$ cat config.mk
export PLATFORM = sky130hd
export DESIGN_NAME = glitc_intercom_tx_framer
export DESIGN_NICKNAME = d
export VERILOG_FILES = /design/src/rtl/glitc_intercom_tx_framer.sv
export SDC_FILE = /design/constraint.sdc
export NUM_CORES = 1
export LEC_CHECK = 0
export ABC_AREA = 1
export CORE_UTILIZATION = 45
export CTS_BUF_LIST = sky130_fd_sc_hd__clkbuf_8
export CTS_CLUSTER_SIZE = 8
export DETAILED_ROUTE_END_ITERATION = 8
export GPL_TIMING_DRIVEN = 1
export PLACE_DENSITY = 0.79
export REMOVE_ABC_BUFFERS = 1
export SYNTH_ARGS = -nofsm -noshare
export SYNTH_HDL_FRONTEND = slang
export SYNTH_SLANG_ARGS = --single-unit
$ cat constraint.sdc
create_clock -name sysclk_i -period 4.16 [get_ports sysclk_i]
set_input_delay 0.832 -clock sysclk_i [delete_from_list [all_inputs] [get_ports sysclk_i]]
set_output_delay 0.832 -clock sysclk_i [all_outputs]
set_load 0.02 [all_outputs]
$ cat src/rtl/glitc_intercom_tx_framer.sv
// GLITC intercom transmit framer: frames DATA_WIDTH-bit words into START/data/checksum
// nibbles for a 4:1 OSERDES, plus a rotation-unique training pattern for bitslip alignment.
module glitc_intercom_tx_framer #(
  parameter int          DATA_WIDTH    = 16,
  parameter logic [3:0]  TRAIN_PATTERN = 4'b0001,
  parameter logic [3:0]  START_NIBBLE  = 4'hF,
  parameter logic [3:0]  IDLE_NIBBLE   = 4'h0
) (
  input  logic                  sysclk_i,
  input  logic                  rst_n_i,
  input  logic                  train_i,
  input  logic [DATA_WIDTH-1:0] data_i,
  input  logic                  data_valid_i,
  output logic                  data_ready_o,
  output logic [3:0]            oq_o,
  output logic                  busy_o,
  output logic                  training_o,
  output logic [15:0]           frame_count_o
);
  localparam int NN = DATA_WIDTH / 4;
  localparam int KW = (NN > 1) ? $clog2(NN) : 1;

  typedef enum logic [2:0] {S_IDLE, S_TRAIN, S_START, S_DATA, S_CHECK} state_t;

  state_t                state, bnd_state;
  logic [DATA_WIDTH-1:0] shreg;
  logic [3:0]            csum;
  logic [KW-1:0]         k;
  logic                  accept;

  assign data_ready_o = rst_n_i & ~train_i & ((state == S_IDLE) | (state == S_CHECK));
  assign accept       = data_valid_i & data_ready_o;

  // Frame boundary decision shared by IDLE and CHECK; training beats a pending word.
  always_comb begin
    bnd_state = S_IDLE;
    if (train_i)     bnd_state = S_TRAIN;
    else if (accept) bnd_state = S_START;
  end

  // oq_o/busy_o/training_o are loaded together with the state they describe.
  always_ff @(posedge sysclk_i) begin
    if (!rst_n_i) begin
      state         <= S_IDLE;
      oq_o          <= IDLE_NIBBLE;
      busy_o        <= 1'b0;
      training_o    <= 1'b0;
      frame_count_o <= 16'h0;
      k             <= '0;
      csum          <= 4'h0;
      shreg         <= '0;
    end else begin
      case (state)
        S_IDLE, S_CHECK: begin
          state      <= bnd_state;
          busy_o     <= (bnd_state == S_START);
          training_o <= (bnd_state == S_TRAIN);
          case (bnd_state)
            S_TRAIN: oq_o <= TRAIN_PATTERN;
            S_START: oq_o <= START_NIBBLE;
            default: oq_o <= IDLE_NIBBLE;
          endcase
          if (accept) begin
            shreg <= data_i;
            csum  <= 4'h0;
          end
        end
        S_TRAIN: begin
          if (!train_i) begin
            state      <= S_IDLE;
            oq_o       <= IDLE_NIBBLE;
            training_o <= 1'b0;
          end
        end
        S_START: begin
          state <= S_DATA;
          k     <= '0;
          oq_o  <= shreg[3:0];
          csum  <= csum ^ shreg[3:0];
          shreg <= {4'h0, shreg[DATA_WIDTH-1:4]};
        end
        S_DATA: begin
          if (k == KW'(NN - 1)) begin
            // csum already folds in every nibble launched so far
            state         <= S_CHECK;
            oq_o          <= csum;
            frame_count_o <= frame_count_o + 16'h1;
          end else begin
            k     <= k + 1'b1;
            oq_o  <= shreg[3:0];
            csum  <= csum ^ shreg[3:0];
            shreg <= {4'h0, shreg[DATA_WIDTH-1:4]};
          end
        end
        default: begin
          state      <= S_IDLE;
          oq_o       <= IDLE_NIBBLE;
          busy_o     <= 1'b0;
          training_o <= 1'b0;
        end
      endcase
    end
  end
endmodule

==> summary.txt <==
Clock network
  • Later-pin clock latency in the skew report: 0.29 ns
  • CTS buffer count: 5
  • Clk slew on worst S/H paths: 0.08 ns
  • Clock root cell: clkbuf_8
  • CTS H-tree depth: 2
  • Clk buf depth: 2
  • Post-CTS Resized: 0
  • Hold Buf Count CTS: 0
  • Postcts setup bufs: 0
  • CTS sink count: 47
  • CTS tree: yes

Yosys
  • Mux cell area share after synthesis: 0
  • Largest family of logic cells by synthesized area: simple AND/OR/NAND/NOR gates
  • Area leader, netlist: dfxtp_1
  • Synthesized instance count: 347
  • Post-Synth Simple-Gate Area: 0.348
  • Mapped Avg Cell Area: 6.50 um^2
  • Synthesis warning total: 0
  • Synth Area in Compound Gates: 0.109
  • Mapped Area: 0.00226 mm^2
  • #FFs+latches synth: 47
  • Post-synth top area share: 0.417
  • XOR/XNOR share of the synthesized area: 0.0233
  • Library cells used by synthesis: 24
  • Synth area leaders: dfxtp_1, nand2_1, nor2_1, inv_1, a21oi_1
  • Seq/Total Area, Yosys: 0.417
  • Adder-cell share of the synthesized area: 0.0166

Worst setup path
  • Worst setup EP type: output port
  • Arrival @ worst endpoint: 2.17 ns
  • CP Launch Point: train_i
  • Startpoint Class: input pin
  • Worst-path fanout max: 3
  • Worst r2r src: state[2]
  • Worst endpoint required time: 3.33 ns
  • CP Class: in -> out

Final layout
  • Layout Area Growth over Synthesis: 23.6%
  • Filler cells: 483
  • Final Core Density: 0.583
  • Layout cells sized above 1: 0.0311
  • Most common cell after layout, fill and taps aside: nand2_1
  • Number of diodes: 0
  • Most frequent cells in the layout: nand2_1, nor2_1, dfxtp_1, clkdlybuf4s50_1, inv_1
  • Layout Nets: 410
  • Final Instance Area: 0.00279 mm^2

Global route
  • Total gr overflow: 0
  • GRT Overall Usage: 0.187
  • Initial antenna violation count: 0
  • First-pass GRT wire length: 7.76 mm
  • Largest net degree at the start of global routing: 31
  • Vias in the first global route: 1,785

Power and ir drop
  • Leakage power figure: 1.17 nW
  • Worst VDD drop: 0.000222 V
  • Pwr Density: 316 mW/mm^2

STA
  • Final Max Slew Viols: 0
  • Final setup violation count: 0
  • Final Skew: 0.00431 ns
  • Period utilization: 0.722
  • Fmax: 0.333 GHz
  • Worst Max-Slew Pin Slew: 0.965 ns
  • RSZ-0062 raised after global routing: false
  • Slew HR: 0.354
  • Setup tns final: 0 ns
  • Hold Vio Cnt, Final: 0
  • Tmin final: 3.00 ns
  • Fin Hold WS: 0.471 ns

Floorplanning
  • Initial core utilization: 0.472
  • Row Count: 25
  • Top Ports: 43
  • Core footprint: 0.00479 mm^2
  • Die X-Extent: 72.8 um
  • Die Y-Extent: 72.8 um
  • Die area: 0.00530 mm^2

Place
  • Instance area after placement: 0.00272 mm^2
  • Dpl hpwl: 3.26 mm
  • PortBufs: 42
  • Gpl congestion: 0.796

Drt
  • Total routed wirelength: 4.57 mm
  • Post-DRT Antenna Nets: 0
  • DRT iter0 DRCs: 111
  • Vias: 2,175
  • DR WL/cell: 10.1 um
  • Drt first pass iters: 4
  • Post-route DRC: 0
  • Via density: 4.80

Hold path
  • Hold_sp: oq_o[0]
  • Hold Crit Class: reg -> reg

Run status
  • Status: finished, final reports clean

Flow run
  • Max_cap viols: 0
## stage by stage
step,total power [mW],setup WS [ns],instances
after floorplan,0.590,2.08,337
after global placement,0.638,1.16,447
after detailed placement,0.642,1.15,447
after CTS,0.892,1.15,453
after global routing,0.931,1.08,453
final,0.881,1.16,453
## flip-flops by register name, summed over array words and instances (netlist names)
register	count
k	2
frame_count_o	16
oq_o	4
csum	4
shreg	16
training_o	1
busy_o	1
state	3
## logic make-up after synthesis
group	after synthesis
AND/OR/NAND/NOR	194
XOR/XNOR	6
adder cells (fa/ha/maj)	3
buffers and inverters	48
AO/OA/AOI/OAI	49
flip-flops	47
## area by class of cell
class                           count  area [um^2]  share of cell area
Timing Repair Buffer               43          428               0.153
Tap cell                           67         83.8              0.0300
Sequential cell                    47          941               0.337
Inverter                           38          143              0.0511
Multi-Input combinational cell    252         1120               0.402
Clock inverter                      1         3.75             0.00135
Clock buffer                        5         68.8              0.0247
## cell usage after synthesis, drive strengths merged
| master | n |
|---|---|
| nand2 | 101 |
| nor2 | 71 |
| dfxtp | 47 |
| inv | 37 |
| o21ai | 26 |
| a21oi | 22 |
| nand3 | 13 |
| xnor2 | 6 |
| buf | 5 |
| clkbuf | 5 |
| nor3 | 5 |
| ha | 3 |
| nand4 | 3 |
| a31oi | 1 |
| and3 | 1 |
| clkinv | 1 |
## worst max-delay path: stages
cell,delay (ns)
clkdlybuf4s50_1,0.45
inv_1,0.07
nand2_1,0.06
nor2_1,0.14
clkdlybuf4s50_1,0.62
## worst paths after layout
kind,to,slack [ns],cells after the start
worst max-delay path,data_ready_o,1.16,5
worst min-delay path,oq_o[0],0.47,2
worst max register to register,shreg[5],2.10,9
worst min register to register,oq_o[0],0.47,2
## power breakdown
part	switching, mW	total, mW	internal (mW)
clock network	0.140	0.250	0.110
registers	0.0169	0.493	0.476
logic	0.0810	0.138	0.0572
## layer usage
layer	vias to the layer above	routed length, um	GRT usage
li1	1165	-	-
met1	964	2260	0.247
met2	44	2130	0.301
met3	2	154	0.0539
met4	0	28	0.0458
met5	-	0	0
Note: power is estimated with default switching activity, not from simulation.
